File: config.mk
export PLATFORM = sky130hd
export DESIGN_NAME = alu_div_8bit_flat
export DESIGN_NICKNAME = d
export VERILOG_FILES = /design/src/rtl/alu_div_8bit_pkg.sv /design/src/rtl/alu_div_8bit_if.sv /design/src/rtl/alu_div_8bit_sub.sv /design/src/rtl/alu_div_8bit.sv /design/src/flat_wrapper.sv
export SDC_FILE = /design/constraint.sdc
export NUM_CORES = 1
export LEC_CHECK = 0
export ABC_AREA = 1
export CAP_MARGIN = 40
export CORE_MARGIN = 3
export CORE_UTILIZATION = 45
export DETAILED_ROUTE_END_ITERATION = 12
export PLACE_DENSITY_LB_ADDON = 0.3
export SLEW_MARGIN = 10
export SYNTH_ARGS = -nofsm -noshare
export SYNTH_HDL_FRONTEND = slang
export SYNTH_SLANG_ARGS = --single-unit
File: constraint.sdc
create_clock -name clk -period 4.6 [get_ports clk]
set_input_delay 0.92 -clock clk [delete_from_list [all_inputs] [get_ports clk]]
set_output_delay 0.92 -clock clk [all_outputs]
set_load 0.01 [all_outputs]
File: src/rtl/alu_div_8bit_pkg.sv
// Shared ALU definitions: default datapath width and the divider state encoding.
package alu_pkg;

  localparam int ALU_WIDTH = 8;

  typedef enum logic [1:0] {
    S_IDLE = 2'd0,
    S_CALC = 2'd1,
    S_DONE = 2'd2
  } div_state_t;

endpackage

File: src/rtl/alu_div_8bit_if.sv
// Start/busy/done handshake bundle between ALU control (master) and the divider (slave).
interface alu_div_8bit_if
  import alu_pkg::*;
#(
  parameter int WIDTH = ALU_WIDTH
);

  logic             start;
  logic [WIDTH-1:0] dividend;
  logic [WIDTH-1:0] divisor;
  logic             busy;
  logic             done;
  logic [WIDTH-1:0] quotient;
  logic [WIDTH-1:0] remainder;
  logic             div_by_zero;

  modport master (
    output start, dividend, divisor,
    input  busy, done, quotient, remainder, div_by_zero
  );

  modport slave (
    input  start, dividend, divisor,
    output busy, done, quotient, remainder, div_by_zero
  );

endinterface

File: src/rtl/alu_div_8bit_sub.sv
// Ripple-chain subtractor a + ~b + 1; borrow is the inverted carry-out.
module alu_sub_nbit #(
  parameter int WIDTH = 9
) (
  input  logic [WIDTH-1:0] a,
  input  logic [WIDTH-1:0] b,
  output logic [WIDTH-1:0] diff,
  output logic             borrow
);

  logic [WIDTH:0] carry;

  // Carry ripples LSB to MSB, seeded with 1 for the two's-complement of b.
  always_comb begin
    carry    = '0;
    diff     = '0;
    carry[0] = 1'b1;
    for (int i = 0; i < WIDTH; i++) begin
      diff[i]      = a[i] ^ ~b[i] ^ carry[i];
      carry[i + 1] = (a[i] & ~b[i]) | (carry[i] & (a[i] ^ ~b[i]));
    end
    borrow = ~carry[WIDTH];
  end

endmodule

File: src/rtl/alu_div_8bit.sv
// Iterative restoring divider: one quotient bit per clock, start/busy/done handshake.
module alu_div_8bit
  import alu_pkg::*;
#(
  parameter int WIDTH = ALU_WIDTH
) (
  input  logic           clk,
  input  logic           rst,
  alu_div_8bit_if.slave  bus
);

  localparam int CW = $clog2(WIDTH + 1);

  div_state_t       state;
  div_state_t       next_state;
  logic [CW-1:0]    cnt;
  logic [WIDTH:0]   rem;
  logic [WIDTH-1:0] q;
  logic [WIDTH-1:0] divisor_q;
  logic             dbz;
  logic [2*WIDTH:0] shifted;
  logic [WIDTH:0]   rem_shifted;
  logic [WIDTH:0]   trial;
  logic             borrow;

  assign shifted     = {rem, q} << 1;
  assign rem_shifted = shifted[2*WIDTH:WIDTH];

  alu_sub_nbit #(.WIDTH(WIDTH + 1)) u_sub (
    .a      (rem_shifted),
    .b      ({1'b0, divisor_q}),
    .diff   (trial),
    .borrow (borrow)
  );

  // State register.
  always_ff @(posedge clk or posedge rst) begin
    if (rst) begin
      state <= S_IDLE;
    end else begin
      state <= next_state;
    end
  end

  // Next-state logic; a zero divisor skips the iterations entirely.
  always_comb begin
    next_state = state;
    case (state)
      S_IDLE: begin
        if (bus.start) begin
          next_state = (bus.divisor == '0) ? S_DONE : S_CALC;
        end else begin
          next_state = S_IDLE;
        end
      end
      S_CALC: begin
        if (cnt == CW'(1)) begin
          next_state = S_DONE;
        end else begin
          next_state = S_CALC;
        end
      end
      S_DONE:  next_state = S_IDLE;
      default: next_state = S_IDLE;
    endcase
  end

  // Operand capture and the shift/trial-subtract iteration.
  always_ff @(posedge clk or posedge rst) begin
    if (rst) begin
      cnt       <= '0;
      rem       <= '0;
      q         <= '0;
      divisor_q <= '0;
      dbz       <= 1'b0;
    end else begin
      case (state)
        S_IDLE: begin
          if (bus.start) begin
            divisor_q <= bus.divisor;
            cnt       <= CW'(WIDTH);
            if (bus.divisor == '0) begin
              q   <= '1;
              rem <= {1'b0, bus.dividend};
              dbz <= 1'b1;
            end else begin
              q   <= bus.dividend;
              rem <= '0;
              dbz <= 1'b0;
            end
          end
        end
        S_CALC: begin
          rem <= borrow ? rem_shifted : trial;
          q   <= {shifted[WIDTH-1:1], ~borrow};
          cnt <= cnt - CW'(1);
        end
        default: begin
          cnt <= cnt;
        end
      endcase
    end
  end

  // Registered outputs; results are published from DONE and then held.
  always_ff @(posedge clk or posedge rst) begin
    if (rst) begin
      bus.busy        <= 1'b0;
      bus.done        <= 1'b0;
      bus.quotient    <= '0;
      bus.remainder   <= '0;
      bus.div_by_zero <= 1'b0;
    end else begin
      bus.busy <= (state != S_IDLE);
      bus.done <= (state == S_DONE);
      if (state == S_DONE) begin
        bus.quotient    <= q;
        bus.remainder   <= rem[WIDTH-1:0];
        bus.div_by_zero <= dbz;
      end else if (state == S_IDLE && bus.start) begin
        bus.div_by_zero <= 1'b0;
      end
    end
  end

endmodule

File: src/flat_wrapper.sv
// flat-port wrapper written by rule: the top's interface ports become plain ports
module alu_div_8bit_flat import alu_pkg::*;
#(
  parameter int WIDTH = ALU_WIDTH
)
  (clk, rst, bus_start, bus_dividend, bus_divisor, bus_busy, bus_done, bus_quotient, bus_remainder, bus_div_by_zero);
  alu_div_8bit_if #(.WIDTH(WIDTH)) bus_i ();
  input  logic clk;
  input  logic rst;
  input wire logic [$bits(bus_i.start)-1:0] bus_start;
  input wire logic [$bits(bus_i.dividend)-1:0] bus_dividend;
  input wire logic [$bits(bus_i.divisor)-1:0] bus_divisor;
  output wire logic [$bits(bus_i.busy)-1:0] bus_busy;
  output wire logic [$bits(bus_i.done)-1:0] bus_done;
  output wire logic [$bits(bus_i.quotient)-1:0] bus_quotient;
  output wire logic [$bits(bus_i.remainder)-1:0] bus_remainder;
  output wire logic [$bits(bus_i.div_by_zero)-1:0] bus_div_by_zero;
  assign bus_i.start = bus_start;
  assign bus_i.dividend = bus_dividend;
  assign bus_i.divisor = bus_divisor;
  assign bus_busy = bus_i.busy;
  assign bus_done = bus_i.done;
  assign bus_quotient = bus_i.quotient;
  assign bus_remainder = bus_i.remainder;
  assign bus_div_by_zero = bus_i.div_by_zero;
  alu_div_8bit #(.WIDTH(WIDTH)) u_core (.clk(clk), .rst(rst), .bus(bus_i));
endmodule
Yosys cells after proc, flatten, opt, wreduce, memory -nomap -nowiden
Cells that the tools add are included.
- flip-flop bits (word level): 50
- latch bits: 0
- bits in writable memories: 0
- memory bits (read-only): 0
- bits of input ports: 19
- output and inout bits: 19
- logic and storage cells: 90
- memories: 0
- add/sub/neg operators: 1
- multiply operators: 0
- div/mod/pow operators: 0
- order comparisons: 0
- equal/unequal tests: 4
- shift operators: 0
- muxes and demuxes: 16
- bitwise gates (word level): 50
- reduce and logical (&&, ||, !) cells: 8
- operators by type and width (operator ; number):
    $mux 8 ; 5
    $pmux 8 s2 ; 2
    $and 1x1->1 ; 16
    $xor 1x1->1 ; 15
    $not 1->1 ; 10
    $or 1x1->1 ; 9
    $logic_not 8->1 ; 1
    $pmux 4 s2 ; 1
    $mux 2 ; 3
    $reduce_bool 2->1 ; 3
    $eq 4x1->1 const B ; 1
    $mux 4 ; 1
    $pmux 2 s2 ; 1
    $reduce_and 2->1 ; 2
    $sub 4x1->4 const B ; 1
    $mux 1 ; 3
    $eq 2x1->1 const B ; 1
    $eq 2x2->1 const B ; 1
    $logic_not 2->1 ; 1
    $ne 2x2->1 const B ; 1
    $logic_and 1x1->1 ; 1

Logic depth before layout (Yosys ltp)
- depth in word-level cells: 21
- depth in mapped cells: 19
- depth with buffers taken out: 19

Hierarchy
From an unflattened synthesis, not the netlist that was laid out.
- cell total of the unflattened synthesis: 277
- area, all modules: 2406.1 um^2
- by module, submodules not included (module ; times used ; cells an instance ; area an instance (um^2)):
    alu_div_8bit ; 1 ; 250 ; 2165.8
    alu_sub_nbit ; 1 ; 27 ; 240.2

Worst setup path before layout
Ideal clock, no wire load.
- kind: register to register
- start point: reg u_core.q[7]
- end point: reg u_core.rem[7]
- setup time: 0.127 ns
- arrival: 3.740 ns
- setup slack: 0.733 ns
- cell stages (with the launch flop): 15
- path buffers: 0
- period minus slack after synthesis: 3.867 ns
- cells stage by stage: dfrtp_1 > inv_1 > ha_1 > fa_1 > fa_1 > fa_1 > fa_1 > inv_1 > fa_1 > inv_1 > fa_1 > inv_1 > fa_1 > o211ai_1 > nand3_1
- longest elaborated chain between the ends: 20
- elaborated cells between the ends (all ways): 22
- classes of those cells: 2 x mux; 20 x bitwise
- RTL lines (item ; RTL line ; RTL):
    start, declared ; alu_div_8bit.sv:18 ; logic [WIDTH-1:0] q;
    start signal, assigned ; alu_div_8bit.sv:87 ; q <= bus.dividend;
    start signal, assigned ; alu_div_8bit.sv:95 ; q <= {shifted[WIDTH-1:1], ~borrow};
    $and 1x1->1 or $xor 1x1->1 (tied branches) ; alu_div_8bit_sub.sv:20 ; carry[i + 1] = (a[i] & ~b[i]) | (carry[i] & (a[i] ^ ~b[i]));
    $or 1x1->1 (*) ; alu_div_8bit_sub.sv:20 ;
    $and 1x1->1 (*) ; alu_div_8bit_sub.sv:20 ;
    $or 1x1->1 (*) ; alu_div_8bit_sub.sv:20 ;
    $and 1x1->1 (*) ; alu_div_8bit_sub.sv:20 ;
    $or 1x1->1 (*) ; alu_div_8bit_sub.sv:20 ;
    $and 1x1->1 (*) ; alu_div_8bit_sub.sv:20 ;
    $or 1x1->1 (*) ; alu_div_8bit_sub.sv:20 ;
    [4 not listed] ; n/a ;
    $and 1x1->1 (*) ; alu_div_8bit_sub.sv:20 ;
    $or 1x1->1 (*) ; alu_div_8bit_sub.sv:20 ;
    $and 1x1->1 ; alu_div_8bit_sub.sv:20 ;
    $or 1x1->1 ; alu_div_8bit_sub.sv:20 ;
    $and 1x1->1 ; alu_div_8bit_sub.sv:20 ;
    $or 1x1->1 ; alu_div_8bit_sub.sv:20 ;
    $mux 8 (*) ; alu_div_8bit.sv:94 ; rem <= borrow ? rem_shifted : trial;
    $pmux 8 s2 (*) ; alu_div_8bit.sv:77 ; case (state)
    end signal, assigned ; alu_div_8bit.sv:84 ; rem <= {1'b0, bus.dividend};
    end signal, assigned ; alu_div_8bit.sv:94 ;
    end, declared ; alu_div_8bit.sv:17 ; logic [WIDTH:0] rem;
Mark *: on every way between the ends. The rest lies on a longest branch, timed or not.
A chain may end at the register's enable or synchronous reset.

Worst setup path in the final report
- start point: reg u_core.divisor_q[0]
- end point: reg u_core.rem[4]
- longest elaborated chain between the ends: 21
- elaborated cells between the ends (all ways): 23
- classes of those cells: 2 x mux; 21 x bitwise
- RTL lines (item ; RTL line ; RTL):
    start, declared ; alu_div_8bit.sv:19 ; logic [WIDTH-1:0] divisor_q;
    start signal, assigned ; alu_div_8bit.sv:80 ; divisor_q <= bus.divisor;
    $not 1->1 (*) ; alu_div_8bit_sub.sv:20 ;
    $and 1x1->1 or $xor 1x1->1 (tied branches) ; alu_div_8bit_sub.sv:20 ;
    $or 1x1->1 (*) ; alu_div_8bit_sub.sv:20 ;
    $and 1x1->1 (*) ; alu_div_8bit_sub.sv:20 ;
    $or 1x1->1 (*) ; alu_div_8bit_sub.sv:20 ;
    $and 1x1->1 (*) ; alu_div_8bit_sub.sv:20 ;
    $or 1x1->1 (*) ; alu_div_8bit_sub.sv:20 ;
    $and 1x1->1 (*) ; alu_div_8bit_sub.sv:20 ;
    [5 not listed] ; n/a ;
    $and 1x1->1 ; alu_div_8bit_sub.sv:20 ;
    $or 1x1->1 ; alu_div_8bit_sub.sv:20 ;
    $and 1x1->1 ; alu_div_8bit_sub.sv:20 ;
    $or 1x1->1 ; alu_div_8bit_sub.sv:20 ;
    $and 1x1->1 ; alu_div_8bit_sub.sv:20 ;
    $or 1x1->1 ; alu_div_8bit_sub.sv:20 ;
    $mux 8 (*) ; alu_div_8bit.sv:94 ;
    $pmux 8 s2 (*) ; alu_div_8bit.sv:77 ;
Marks and branches as above.

==> key figures <==
Clock tree
  • Clock Latency Late Sink: ~0.31 ns
  • Worst-case clock buffer depth: 2
  • Post-CTS setup buffers: 0
  • CTS H-tree depth: 2
  • CTS buffer count: 5
  • Clk slew on worst S/H paths: 0.10 ns
  • CTS Hold Bufs: 0
  • Cts repair resizes: 0
  • CTS Root Cell: clkbuf_8
  • CTS tree: yes
  • Clk sinks: 50

Logic synthesis
  • Syn avg cell area: 8.74 um^2
  • Synth area leaders: dfrtp_1 (52%), nand2_1 (18%), fa_1 (5.8%), inv_1 (3.7%), nand3_1 (2.9%)
  • Synth warn: 0
  • Synth cell types: 24
  • Post-synthesis cell area: approximately 0.0024 mm^2
  • Seq cells post-synth: 50
  • Sequential area share after synthesis: between 50 and 60%
  • Area leader, netlist: dfrtp_1
  • Syn nets: 306
  • Synth top area share: between 50% and 60%
  • Cell count after synthesis: 277

STA
  • Slew HR: 58.9%
  • Tcrit/Tclk final: between 80% and 90%
  • Peak Freq: 245 MHz
  • Max Slew Vio Count: 0
  • Worst slew pin tran: 0.616 ns
  • Post-route minimum period: 4.08 ns
  • Setup Skew: 0.00728 ns
  • Final Hold Fails: 0
  • Setup TNS: 0 ns
  • Final Setup Violations: 0
  • RSZ-0062 raised after global routing: false

Critical path
  • Setup CP Type: reg2reg
  • Critical Path Fanout Max: 9
  • Arrival time worst endpoint: 4.28 ns
  • CP Launch Type: flop
  • CP Capture Type: flop
  • Req. time, crit path: 4.81 ns

Die
  • DIE AREA: roughly 0.0063 mm^2
  • Row count: 26
  • Core area: ~0.0051 mm^2
  • Initial Util: 47.1%
  • Die width: just under 80 um
  • Io pins: 38
  • Chip Height: a little under 80 um

GRT
  • Gr usage total: 17.4%
  • First-pass GRT wire length: 8410 um
  • Largest net degree at the start of global routing: 35
  • Total gr overflow: 0
  • Antenna violations before repair: 0
  • Number of global-route vias before repair: 1737

Place
  • DP HPWL: 3670 um
  • Port Buffers: 37
  • Final Wtd Congestion: 0.896

Routing
  • Met3 WL: 186 um
  • Drt first pass iters: 4
  • Vias/cell: roughly 4.8
  • Final ANT Viol Nets: 0
  • Max layer used: met4
  • Via Count: 1855
  • DRC: 0
  • Wire per inst: 12.8 um
  • Metal2 WL: 2480 um
  • Met1 wire length: ~2200 um
  • Initial DRC count: between 90 and 100
  • Routed WL: 4940 um

Finish
  • Diodes inserted: 0
  • Layout cells sized above 1: 7.28%
  • Most frequent cells in the layout: nand2_1 (118), dfrtp_1 (50), clkdlybuf4s50_1 (37), inv_1 (23), nand3_1 (14)
  • Area growth syn-to-layout: 20.9%
  • Most common cell after layout, fill and taps aside: nand2_1
  • Core Util, Final: 57.0%
  • Nets: 344

Pwr
  • Peak VDD IR: 0.000245 V
  • Power Dens Cells: 693 mW/mm^2
  • Pleak: around 1.4 nW
  • Total power: 2.03 mW

Min path
  • Worst min-delay path category: reg2reg

Job
  • Max cap viols: 0

Run status
  • Status: completed
[cells in the mapped netlist]
cell      number
nand2_1      118
dfrtp_1       50
inv_1         24
nand3_1       14
o21ai_1       10
nor2_1         9
nand4_1        8
o21ai_0        8
fa_1           7
buf_6          4
inv_2          4
ha_1           3
a21oi_1        2
buf_4          2
nor2_2         2
nor2_4         2
o211ai_1       2
o22ai_1        2
buf_2          1
inv_4          1
nand2_2        1
nand3_4        1
nand4_2        1
nor2_8         1
[final cells by class]
type / count / area (um^2)
clock buffers: 5 / 68.8
flip-flops and latches: 50 / 1250
repair buffers: 38 / 390
multi-input cells: 191 / 993
well taps: 70 / 87.6
fillers: 524 / 2210
clock inverters: 3 / 25.0
inverters: 29 / 111
[state kept, by name (all words and copies together) (netlist names)]
register                count
u_core.state                2
u_core.cnt                  4
u_core.q                    8
u_core.bus.quotient         8
u_core.divisor_q            8
u_core.bus.div_by_zero      1
u_core.bus.remainder        8
u_core.bus.done             1
u_core.dbz                  1
u_core.rem                  8
u_core.bus.busy             1
[worst max-delay path, cell delays in order (launching register included)]
cell,delay (ns)
dfrtp_1,0.42
ha_1,0.23
fa_1,0.45
fa_1,0.47
fa_1,0.46
fa_1,0.42
inv_1,0.09
fa_1,0.19
inv_1,0.06
fa_1,0.40
inv_1,0.07
fa_1,0.18
nor2_2,0.09
inv_2,0.14
nand2_1,0.06
nand3_1,0.08
nand2_1,0.06
nand2_1,0.05
nand2_1,0.06
[stage by stage]
stage | instances | hold WS (ns) | setup slack (ns) | area (um^2)
after global placement | 377 | 0.452 | 0.612 | 2810
after global routing | 386 | 0.500 | 0.235 | 2930
final | 386 | 0.476 | 0.522 | 2930
after detailed placement | 378 | 0.457 | 0.536 | 2830
after CTS | 386 | 0.481 | 0.514 | 2930
after floorplan | 277 | 0.440 | 0.733 | 2420
[report_power, final]
part           switching (mW)  internal [mW]
Clock                   0.157          0.110
Sequential              0.132          0.638
Combinational           0.570          0.424
[cell families (layout without fill, tap and decap cells)]
group	count (synthesis)	count (layout)	synth area share (%)
flip-flops	50	50	51.7
adder cells (fa/ha/maj)	10	10	7.34
AND/OR/NAND/NOR	157	157	28.4
buffers and inverters	36	75	7.29
AO/OA/AOI/OAI	24	24	5.27
[path summary, 6_finish.rpt]
path | endpoint | depth (start not counted) | start | slack (ns)
max | u_core.rem[4] | 18 | u_core.divisor_q[0] | 0.52
min | u_core.bus.quotient[4] | 2 | u_core.bus.quotient[4] | 0.48
max reg2reg | u_core.rem[4] | 18 | u_core.divisor_q[0] | 0.52
min reg2reg | u_core.bus.quotient[4] | 2 | u_core.bus.quotient[4] | 0.48
max in group asynchronous | u_core.cnt[2] | 3 | rst | 3.21
min in group asynchronous | u_core.bus.remainder[0] | 2 | rst | 0.90
[layer usage]
metal	track usage, %	vias to the layer above
met5	0	-
met4	5.15	0
met3	4.08	7
met2	28.5	34
met1	22.9	870
li1	-	944
Power figures use the tool's default switching activity.
